==> src/rtl/jpeg_mcu_sequencer.sv <==
// Per-MCU stage sequencer for the JPEG encoder: load -> DCT -> capture -> quantize/zigzag -> Huffman,
// once per component, with per-component DC prediction and a restart-interval MCU counter.
module jpeg_mcu_sequencer #(
    parameter int NUM_COMP = 3,
    parameter int BLK_PIX  = 64,
    parameter int ROWS     = 8,
    parameter int DCT_LAT  = 4,
    parameter int DC_W     = 12,
    parameter int RST_INTV = 0
) (
    input  logic                   clock,
    input  logic                   reset,
    input  logic                   mcu_start,
    input  logic                   abort,
    input  logic                   pix_valid,
    output logic                   pix_ready,
    output logic                   input_1pix_enable,
    output logic                   dct_enable,
    output logic                   dct_input_enable,
    output logic [7:0]             matrix_row,
    output logic                   zigzag_input_enable,
    output logic                   Huffman_start,
    input  logic                   huff_done,
    output logic                   is_luminance,
    output logic [1:0]             comp_idx,
    input  logic                   dc_valid,
    input  logic signed [DC_W-1:0] dc_coef,
    output logic                   dc_diff_valid,
    output logic signed [DC_W:0]   dc_diff,
    output logic                   rst_marker,
    output logic                   mcu_done,
    output logic                   busy
);

    typedef enum logic [2:0] {
        S_IDLE,
        S_LOAD,
        S_DCT,
        S_CAPT,
        S_QUANT,
        S_HUFF
    } state_t;

    localparam int CNT_W = $clog2(BLK_PIX + DCT_LAT + 1);

    localparam logic [CNT_W-1:0] PIX_LAST  = CNT_W'(BLK_PIX - 1);
    localparam logic [CNT_W-1:0] LAT_LAST  = CNT_W'(DCT_LAT - 1);
    localparam logic [7:0]       ROW_LAST  = 8'(ROWS - 1);
    localparam logic [1:0]       COMP_LAST = 2'(NUM_COMP - 1);
    localparam logic [15:0]      INTV_LAST = 16'(RST_INTV - 1);

    state_t                 state;
    state_t                 state_nxt;
    logic [CNT_W-1:0]       cnt;
    logic                   huff_first;
    logic [15:0]            mcu_cnt;
    logic signed [DC_W-1:0] pred [4];
    logic signed [DC_W-1:0] pred_sel;

    always_ff @(posedge clock) begin
        if (reset || abort) state <= S_IDLE;
        else                state <= state_nxt;
    end

    // NOTE: every output of this block gets a default before the case, so no path leaves one unassigned and no latch is inferred.
    always_comb begin
        state_nxt           = state;
        pix_ready           = 1'b0;
        dct_enable          = 1'b0;
        dct_input_enable    = 1'b0;
        zigzag_input_enable = 1'b0;
        Huffman_start       = 1'b0;
        mcu_done            = 1'b0;
        rst_marker          = 1'b0;
        unique case (state)
            S_IDLE: begin
                if (mcu_start) state_nxt = S_LOAD;
            end
            S_LOAD: begin
                pix_ready = 1'b1;
                if (pix_valid && cnt == PIX_LAST) state_nxt = S_DCT;
            end
            S_DCT: begin
                dct_enable = (cnt == '0);
                if (cnt == LAT_LAST) state_nxt = S_CAPT;
            end
            S_CAPT: begin
                dct_input_enable = 1'b1;
                state_nxt        = S_QUANT;
            end
            S_QUANT: begin
                zigzag_input_enable = 1'b1;
                if (matrix_row == ROW_LAST) state_nxt = S_HUFF;
            end
            S_HUFF: begin
                Huffman_start = huff_first;
                // huff_done on the start cycle belongs to the previous block and is ignored
                if (!huff_first && huff_done) begin
                    if (comp_idx == COMP_LAST) begin
                        state_nxt  = S_IDLE;
                        mcu_done   = 1'b1;
                        rst_marker = (RST_INTV > 0) && (mcu_cnt == INTV_LAST);
                    end else begin
                        state_nxt = S_LOAD;
                    end
                end
            end
            default: state_nxt = S_IDLE;
        endcase
        if (abort) begin
            state_nxt  = S_IDLE;
            mcu_done   = 1'b0;
            rst_marker = 1'b0;
        end
    end

    assign input_1pix_enable = pix_valid & pix_ready;
    assign busy              = (state != S_IDLE);
    assign is_luminance      = (comp_idx == 2'd0);

    // NOTE: sequential state uses non-blocking assignments so every register samples pre-edge values.
    always_ff @(posedge clock) begin
        if (reset || abort) begin
            cnt        <= '0;
            matrix_row <= '0;
            comp_idx   <= '0;
            huff_first <= 1'b0;
            mcu_cnt    <= '0;
        end else begin
            if (state != state_nxt)
                cnt <= '0;
            else if ((state == S_LOAD && pix_valid) || state == S_DCT)
                cnt <= cnt + CNT_W'(1);

            if (state == S_QUANT && state_nxt == S_QUANT) matrix_row <= matrix_row + 8'd1;
            else                                          matrix_row <= '0;

            huff_first <= (state_nxt == S_HUFF) && (state != S_HUFF);

            if (state == S_IDLE && mcu_start)             comp_idx <= '0;
            else if (state == S_HUFF && state_nxt == S_LOAD) comp_idx <= comp_idx + 2'd1;
            else if (mcu_done)                            comp_idx <= '0;

            if (rst_marker)                     mcu_cnt <= '0;
            else if (mcu_done && RST_INTV > 0)  mcu_cnt <= mcu_cnt + 16'd1;
        end
    end

    // a restart clears the predictors on the same edge, so a coincident DC sees zero
    assign pred_sel = rst_marker ? '0 : pred[comp_idx];

    // NOTE: the predictor array is explicitly reset because stale predictors would corrupt the first DC diffs of a new image.
    always_ff @(posedge clock) begin
        if (reset || abort) begin
            for (int i = 0; i < 4; i++) pred[i] <= '0;
            dc_diff_valid <= 1'b0;
            dc_diff       <= '0;
        end else begin
            dc_diff_valid <= dc_valid;
            if (rst_marker)
                for (int i = 0; i < 4; i++) pred[i] <= '0;
            if (dc_valid) begin
                dc_diff        <= {dc_coef[DC_W-1], dc_coef} - {pred_sel[DC_W-1], pred_sel};
                pred[comp_idx] <= dc_coef;
            end
        end
    end

endmodule

==> config.mk <==
export PLATFORM = sky130hd
export DESIGN_NAME = jpeg_mcu_sequencer
export DESIGN_NICKNAME = d
export VERILOG_FILES = /design/src/rtl/jpeg_mcu_sequencer.sv
export SDC_FILE = /design/constraint.sdc
export NUM_CORES = 1
export LEC_CHECK = 0
export ABC_AREA = 1
export CAP_MARGIN = 15
export CORE_ASPECT_RATIO = 0.5
export CORE_UTILIZATION = 37
export DETAILED_ROUTE_END_ITERATION = 10
export GPL_ROUTABILITY_DRIVEN = 0
export PLACE_DENSITY_LB_ADDON = 0.05
export RECOVER_POWER = 25
export SETUP_SLACK_MARGIN = 0.3
export SLEW_MARGIN = 20
export SYNTH_ARGS = -nofsm -noshare
export SYNTH_HDL_FRONTEND = slang
export SYNTH_SLANG_ARGS = --single-unit
==> constraint.sdc <==
create_clock -name clock -period 5 [get_ports clock]
set_input_delay 1 -clock clock [delete_from_list [all_inputs] [get_ports clock]]
set_output_delay 1 -clock clock [all_outputs]
set_load 0.01 [all_outputs]
==> reports/results.txt, run 1 <==
total inserted antenna cells: 0
clock buffer depth: 2
I/O pins: 53
Psw: 390 uW
Logic pwr share: 10.1%
CTS clock-pin slew for the worst setup and hold paths: 0.06 ns
Util after Layout: 46.8%
Switching Fraction: 24.9%
Syn-to-layout area delta: 21.4%
crit path kind: in -> reg
TNS Setup: 0 ns
vias after detailed routing: 3,371
first-pass GRT wire length: 16,700 um
commonest non-fill, non-tap cell in the layout: nand2_1
Crit path depth: 9
full die area: 0.0121 mm2
largest family of logic cells by synthesized area: simple AND/OR/NAND/NOR gates
CP max-delay cell: nand2_1
Max-Cap Viols: 0
worst skew pair latency: 0.35 ns
Synth Area in Adders: 5.69%
CP max FO: 18
CP required: 4.98 ns
CTS Buf Count: 9
Max Clk Rate: 271 MHz
# fillers: 1,126
synthesized area: 0.00431 mm2
crit path cell chain: clkdlybuf4s50_1 > nor2_1 > inv_2 > nor2_1 > buf_4 > inv_2 > nor2_1 > nand2_1 > nand2_1
hold buffer count at cts: 0
worst slew pin tran: 0.887 ns
#FFs+latches synth: 85
Worst path max stage delay: 0.59 ns
fraction of synthesized area in multiplexers: 0%
Netlist cell types: 38
Final Max Slew Viols: 0
critical path launch point type: input pin
Internal Power: 1180 uW
crit path from: abort
RSZ-0062 raised after global routing: false
area occupied by multi-input gates: 0.00182 mm2
die extent in x: 155 um
Root Buffer: clkbuf_16
pwr dens: 300 mW/mm2
RR Endpoint: dc_diff[10]
total global-route track usage: 18.0%
sequential standard cell area: 0.00218 mm2
R2R setup slack: 2.09 ns
area share of and/or/nand/nor cells after synthesis: 25.5%
vias in the first global route: 3,347
H-Tree Depth: 3
post_cts resized: 0
Mapped Avg Cell Area: 8.45 um2
Slew HR: 40.6%
Ys Warns: 0
Final #Nets: 598
Tcrit/Tclk final: 73.9%
Synth Area in XOR/XNOR: 2.24%
register area share after synthesis: 50.6%
Worst Hold Class: reg -> reg
count of input and output buffers: 51
Starting DRT DRC Count: 194
Post-DP HPWL: 6980 um
post-route ant nets: 0
Flop pwr share: 49.4%
vias per cell: 4.66
TritonRoute pass-1 iters: 5
Arr. time, crit path: 3.68 ns
element type at the critical path end: register
Clock Power Share: 40.4%
final hold vios: 0
worst clock skew: 0.00516 ns
CP delay by family, top: simple AND/OR/NAND/NOR gates
Routed wire per std cell: 13.7 um
antenna violations before repair: 0
outcome: completed
Cells after Synth: 510
worst path bufs/invs: 4
GRT overflow: 0
Sink Count: 85
final setup vio count: 0
Core ar.: 0.0112 mm2
layout cells sized above 1: 5.49%
largest net degree at the start of global routing: 25
reg2reg path depth: 14
Synth Area in Compound Gates: 9.06%
Die Y: 78.3 um
Setup crit end: pred[2][6]
FP Rows: 27
# Post-CTS Setup Buffers: 0
CTS tree: built
Post-Syn Nets: 548
drt total wl: 9920 um
min Tclk post-route: 3.69 ns
Static Leakage: 0.00227 uW
most used cell, CP: nor2_1
Peak supply drop: 123 uV
Initial Util: 38.5%
most frequent cells in the layout: nand2_1 (114), nor2_1 (94), inv_1 (58)
DRC violations left: 0
## worst reg2reg max path, stage by stage (launching register included)
cell,delay [ns]
dfxtp_1,0.34
inv_1,0.35
o21ai_0,0.35
o22ai_1,0.12
ha_1,0.22
fa_1,0.41
inv_1,0.07
a21oi_1,0.06
o21ai_0,0.36
a21o_1,0.24
nand2_1,0.08
nand2_1,0.06
nand2_1,0.05
nand3_1,0.06
nand2_1,0.05
## power by group through the flow
stage | Sequential, uW | Clock [uW] | Combinational [uW]
2_1_floorplan | 791 | 0 | 99.3
3_3_place_gp | 791 | 0 | 162
3_5_place_dp | 791 | 0 | 162
4_1_cts | 776 | 649 | 163
5_1_grt | 778 | 669 | 181
6_report | 775 | 634 | 159
## logic make-up after synthesis
kind of cell | after synthesis
simple gates | 256
flops | 85
buf+inv | 77
compound gates | 61
fa+ha+maj | 19
xor+xnor | 11
other cells | 1
## flip-flops by register name, summed over array words and instances, names as in the netlist, named ones only
signal	cells
matrix_row	8
pred	48
dc_diff	13
cnt	7
comp_idx	2
state	3
dc_diff_valid	1
huff_first	1
## synth_stat cells, drive strengths merged
| cell type | count | share of area (%) |
|---|---|---|
| a21o | 1 | 0.17 |
| dfxtp | 37 | 17 |
| xnor2 | 3 | 0.61 |
| fa | 1 | 0.46 |
| o21ai | 14 | 1.9 |
| nand2 | 115 | 10 |
| edfxtp | 48 | 33 |
| inv | 63 | 5.5 |
| a21oi | 28 | 3.3 |
| ha | 18 | 5.2 |
| a32oi | 1 | 0.20 |
| o22ai | 1 | 0.15 |
| nand3 | 25 | 3.3 |
| nand4 | 7 | 1.2 |
| nor2 | 96 | 8.7 |
| clkbuf | 11 | 0.96 |
| o21bai | 2 | 0.35 |
| a32o | 11 | 2.6 |
| a31oi | 1 | 0.15 |
| xor2 | 8 | 1.6 |
| conb | 1 | 0.087 |
| nor3 | 10 | 1.5 |
| nor3b | 2 | 0.46 |
| buf | 3 | 0.41 |
| o211ai | 2 | 0.35 |
| nor4 | 1 | 0.15 |
## worst min path at each step
stage / slack, ns / end / startpoint / depth (start not counted)
2_1_floorplan: 0.48 / dc_diff[10] / dc_diff[10] / 2
6_report: 0.45 / dc_diff[10] / dc_diff[10] / 2
5_1_grt: 0.48 / dc_diff[3] / dc_diff[3] / 1
3_3_place_gp: 0.44 / dc_diff[5] / dc_diff[5] / 2
3_5_place_dp: 0.44 / dc_diff[5] / dc_diff[5] / 2
4_1_cts: 0.45 / dc_diff[5] / dc_diff[5] / 2
## layer usage
layer	share of wire, %	GRT usage (%)	wire, um
met1	52	24.8	5150
met2	42	27.5	4150
met3	4.8	4.64	474
met4	1.4	5.54	142
met5	0	0	0
## through the flow
step                instance area (um2)  hold WS [ns]  worst slack (ns)  cells  power (uW)
global route                       5230         0.483             0.967    724        1630
global placement                   4980         0.441              1.13    708         952
floorplan                          4310         0.476              2.44    510         890
detailed placement                 4980         0.443              1.05    708         953
CTS                                5250         0.454              1.43    724        1590
finish                             5230         0.448              1.31    724        1570
## area by class of cell
class	count	area share, %
clock buffer	10	4.57
clock inverter	6	0.693
inverter	63	4.52
multi-input combinational	348	34.7
sequential	85	41.7
tap	159	3.80
timing repair buffer	53	10.0
(Power assumes the default switching activity.)
==> run 2, diff against run 1 <==
==> constraint.sdc (replaced) <==
create_clock -name clock -period 3 [get_ports clock]
set_input_delay 0.6 -clock clock [delete_from_list [all_inputs] [get_ports clock]]
set_output_delay 0.6 -clock clock [all_outputs]
set_load 0.01 [all_outputs]
==> reports/results.txt, run 2 (synthesis gave the netlist of run 1 again) <==
Sink Count: 85 (unchanged)
Max Clk Rate: 404 MHz
crit path kind: in -> out
TritonRoute pass-1 iters: 5 (unchanged)
R2R setup slack: 0.54 ns (-1.55 ns)
Initial Util: 38.5% (unchanged)
CP max-delay cell: dlygate4sd3_1
TNS Setup: 0 ns (unchanged)
M1 GR Usage: 24.1% (-0.74 points)
DRC violations left: 0 (unchanged)
vias after detailed routing: 3,417 (+1.4%)
Most Used Layer, Global Route: met2
H-Tree Depth: 3 (unchanged)
die extent in x: 155 um (unchanged)
vias per cell: 4.64 (-0.29%)
worst path bufs/invs: 3 (-1)
Top reg by flops: pred
Arr. time, crit path: 1.88 ns (-1.80 ns)
critical path launch point type: input pin
Root Buffer: clkbuf_16
Crit path depth: 4 (-5)
Static Leakage: 0.00231 uW (+1.7%)
Peak supply drop: 236 uV (+92%)
Worst path max stage delay: 0.57 ns (-0.02 ns)
commonest non-fill, non-tap cell in the layout: nand2_1
Setup crit end: input_1pix_enable
Worst Hold Class: reg -> reg
Starting DRT DRC Count: 169 (-13%)
CP max FO: 2 (-16)
CP required: 2.40 ns (-2.58 ns)
most frequent cells in the layout: nand2_1 (113), nor2_1 (94), inv_1 (59)
worst skew pair latency: 0.34 ns (about the same)
Fin Hold WS: 0.450 ns (+0.00116 ns)
CP delay by family, top: buffers and inverters
final hold vios: 0 (unchanged)
layout cells sized above 1: 7.11% (+1.6 points)
biggest regs: pred: 48 flops, dc_diff: 13 flops, matrix_row: 8 flops
Max-Cap Viols: 0 (unchanged)
post_cts resized: 1 (+1)
routing usage on met2: 27.9% (+0.45 points)
RSZ-0062 raised after global routing: false
count of input and output buffers: 51 (unchanged)
Final #Nets: 610 (+2.0%)
Final Max Slew Viols: 0 (unchanged)
FP Rows: 27 (unchanged)
# fillers: 1,132 (+0.53%)
pwr dens: 509 mW/mm2 (+70%)
post-route ant nets: 0 (unchanged)
worst slew pin tran: 0.978 ns (+0.0908 ns)
crit path cell chain: dlygate4sd3_1 > nand2_1 > inv_1 > clkdlybuf4s50_1
crit path from: pix_valid
total global-route track usage: 17.8% (-0.17 points)
GRT overflow: 0 (unchanged)
hold buffer count at cts: 0 (unchanged)
min Tclk post-route: 2.48 ns
post-route insts no fill: 736 (+1.7%)
fin worst setup slack: 0.523 ns (-0.784 ns)
Core ar.: 0.0112 mm2 (unchanged)
CTS tree: built
largest net degree at the start of global routing: 21 (-16%)
outcome: completed
Tcrit/Tclk final: 82.6%
first-pass GRT wire length: 16,500 um (-1.3%)
CTS clock-pin slew for the worst setup and hold paths: 0.06 ns (about the same)
total inserted antenna cells: 0 (unchanged)
element type at the critical path end: primary output
Routed wire per std cell: 13.4 um (-2.4%)
post-place setup slack: 0.106 ns (-0.947 ns)
drt total wl: 9840 um (-0.78%)
RR Endpoint: dc_diff[11]
Slew HR: 34.8% (-5.8 points)
Die Y: 78.3 um (unchanged)
Post-Place Cells: 720 (+1.7%)
grt met3 use: 4.97% (+0.33 points)
vias in the first global route: 3,360 (+0.39%)
clock buffer depth: 2 (unchanged)
reg2reg path depth: 12 (-2)
Syn-to-layout area delta: 24.8%
worst clock skew: 0.00582 ns (+0.000666 ns)
CTS Buf Count: 9 (unchanged)
# Post-CTS Setup Buffers: 0 (unchanged)
I/O pins: 53 (unchanged)
Post-DP HPWL: 6820 um (-2.3%)
final setup vio count: 0 (unchanged)
max FFs per register: 48 (unchanged)
full die area: 0.0121 mm2 (unchanged)
antenna violations before repair: 0 (unchanged)
==> run 2: cell count changes in the layout (fill, tap and decap cells not counted), moves of 2 or more <==
cell,previous run,this run
buf_4,2,11
clkdlybuf4s50_1,26,33
dlygate4sd3_1,25,17
clkbuf_1,0,5
clkinv_2,3,1
bufinv_16,0,2
inv_2,5,3
inv_4,2,0
==> run 2: how the worst min path moves through the flow <==
stage / startpoint / end / cells after the start
floorplan: dc_diff[10] / dc_diff[10] / 2
global route: dc_diff[12] / dc_diff[12] / 2
CTS: dc_diff[9] / dc_diff[9] / 2
detailed placement: dc_diff[9] / dc_diff[9] / 2
global placement: dc_diff[7] / dc_diff[7] / 2
finish: dc_diff[9] / dc_diff[9] / 2
==> run 2: metal layers <==
layer  share of wire (%)  wire [um]  vias up
li1                    -          -     1800
met1                  52       5120     1540
met5                   0          0        -
met3                 5.2        508        4
met2                  42       4150       73
met4                0.62         61        0
==> run 2: worst register-to-register path, cell delays in order (launching register included) <==
cell      delay (ns)
dfxtp_1         0.44
buf_4           0.31
nand2_1         0.08
a32o_1          0.27
ha_1            0.33
a21oi_1         0.21
nand2_1         0.10
nand4_1         0.09
o211ai_1        0.16
nand2_1         0.15
nand3_1         0.08
nand3_1         0.09
nand2_1         0.05
==> run 2: metrics by stage <==
stage / cell area, um2 / util [%] / total power, uW
after floorplan: 4310 / - / 1480
after global placement: 5070 / 45.3 / 1590
after detailed placement: 5070 / 45.3 / 1590
after CTS: 5380 / 48.1 / 2780
after global routing: 5380 / 48.1 / 2870
final: 5380 / 48.1 / 2740
==> run 2: final cells by class <==
type	count	area (um2)	share of cell area [%]
multi-input cells	348	1840	34.2
clock buffers	12	236	4.40
clock inverters	4	72.6	1.35
well taps	159	199	3.70
inverters	63	236	4.40
flip-flops and latches	85	2180	40.6
repair buffers	65	614	11.4
==> run 2: power by group <==
group | total (uW) | switching, uW | leakage (uW) | internal, uW
clock network | 1170 | 445 | 0.000147 | 729
registers | 1290 | 14.9 | 0.000831 | 1280
logic | 272 | 161 | 0.00133 | 111
==> edit, RTL diff (flow settings as in run 2) <==
Change the parameter `BLK_PIX` from 64 to 128.
--- a/src/rtl/jpeg_mcu_sequencer.sv
+++ b/src/rtl/jpeg_mcu_sequencer.sv
@@ -2,7 +2,7 @@
 // once per component, with per-component DC prediction and a restart-interval MCU counter.
 module jpeg_mcu_sequencer #(
     parameter int NUM_COMP = 3,
-    parameter int BLK_PIX  = 64,
+    parameter int BLK_PIX  = 128,
     parameter int ROWS     = 8,
     parameter int DCT_LAT  = 4,
     parameter int DC_W     = 12,
Formal check against the unedited RTL: no difference found for any inputs over 10 cycles, from zero or initial values; that may be too few to reach the edited logic, so the function may still have changed.
==> edit against run 2 <==
Maximum frequency fell by 3.2%; total power decreased by 2.3%; count of clock-buffer cells in the layout is 3 lower; area after synthesis shrank 0.44%; sequential cell count grew 1; wire length rose by 1.6%; final area shrank 1.3%; setup slack worse by 0.082 ns; critical path type unchanged; critical endpoint is now mcu_done; largest cell class unchanged.
==> edit: results (changes against run 2) <==
.. list-table::
   :header-rows: 1

   * - Metric
     - Value
   * - Outcome
     - complete, no violations
   * - Total routed wire length on the met1 layer
     - 5190 um (+1.2%)
   * - Distinct cell type count after synthesis
     - 36 (-5.3%)
   * - Global routing usage summed across all routing layers
     - 0.179 (+0.00101)
   * - Global-route wire length before repair
     - 16500 um (-0.17%)
   * - Via count of the first global-routing pass
     - 3301 (-1.8%)
   * - Total number of nets in the final design
     - 606 (-0.66%)
   * - Leading registers by flop count
     - pred x48, dc_diff x13
   * - XOR/XNOR Fraction of Synth Area
     - 0.0184 (-0.00398)
   * - Total clock network power
     - 0.00111 W (-5%)
   * - Startpoint of the most critical setup path
     - huff_done
   * - Routed length on met2
     - 4310 um (+3.9%)
   * - Non-Filler Instances
     - 718 (-2.4%)
   * - Fraction of the mapped netlist area in compound gates
     - 0.0889 (-0.00164)
   * - Initial DRT Pass Iterations
     - 4 (-1)
   * - Met3 layer usage reported by global route
     - 0.0436 (-0.00607)
   * - DPL Wire Length
     - 6930 um (+1.7%)
   * - Leading cell types by count after synthesis
     - sky130_fd_sc_hd__nand2_1 (119), sky130_fd_sc_hd__nor2_1 (83), sky130_fd_sc_hd__inv_1 (52)
   * - Mapped Nets
     - 544 (-0.73%)
   * - Leak Pwr
     - 2.23 nW (-3.3%)
   * - Synthesized instance count
     - 506 (-0.78%)
   * - Iteration-0 DRC Markers
     - 159 (-5.9%)
   * - Post-synthesis adder-cell area fraction
     - 0.0571 (+0.000249)
   * - Share of the yosys chip area belonging to registers
     - 0.513 (+0.00688)
   * - Fraction of layout cells with a size suffix above 1
     - 0.0750 (+0.00399)
   * - Slew @ Worst Pin
     - 1.01 ns (+0.0306 ns)
   * - VDD IR max
     - 0.265 mV (+12%)
   * - Final routed wire length divided by cell count
     - 13.9 um (+4.1%)
   * - Global Route met1 Usage
     - 0.235 (-0.00597)
-- edit: layout make-up --
cell class	count	area [um^2]
inverters	54	203
well taps	145	181
clock inverters	7	65.1
flip-flops and latches	86	2200
multi-input cells	352	1820
repair buffers	65	612
fillers	1112	5840
clock buffers	9	225
-- edit: tightest hold or removal path: stages (launching register included) --
cell and delay (ns):
sky130_fd_sc_hd__dfxtp_1 0.31, sky130_fd_sc_hd__nand2_1 0.06, sky130_fd_sc_hd__nand2_1 0.05
-- edit: stage by stage --
| step | util | setup slack, ns | cell area (um^2) |
|---|---|---|---|
| 2_1_floorplan | - | 0.460 | 4290 |
| 3_3_place_gp | 0.451 | 0.105 | 5030 |
| 3_5_place_dp | 0.451 | 0.0923 | 5030 |
| 4_1_cts | 0.477 | 0.352 | 5320 |
| 5_1_grt | 0.476 | 0.291 | 5310 |
| 6_report | 0.476 | 0.440 | 5310 |
-- edit: timing repair --
item | 4_1_cts | 5_1_grt
resized for setup | 0 | 6
endpoints found under the setup margin | 0 | 5
buffers inserted | 0 | 0
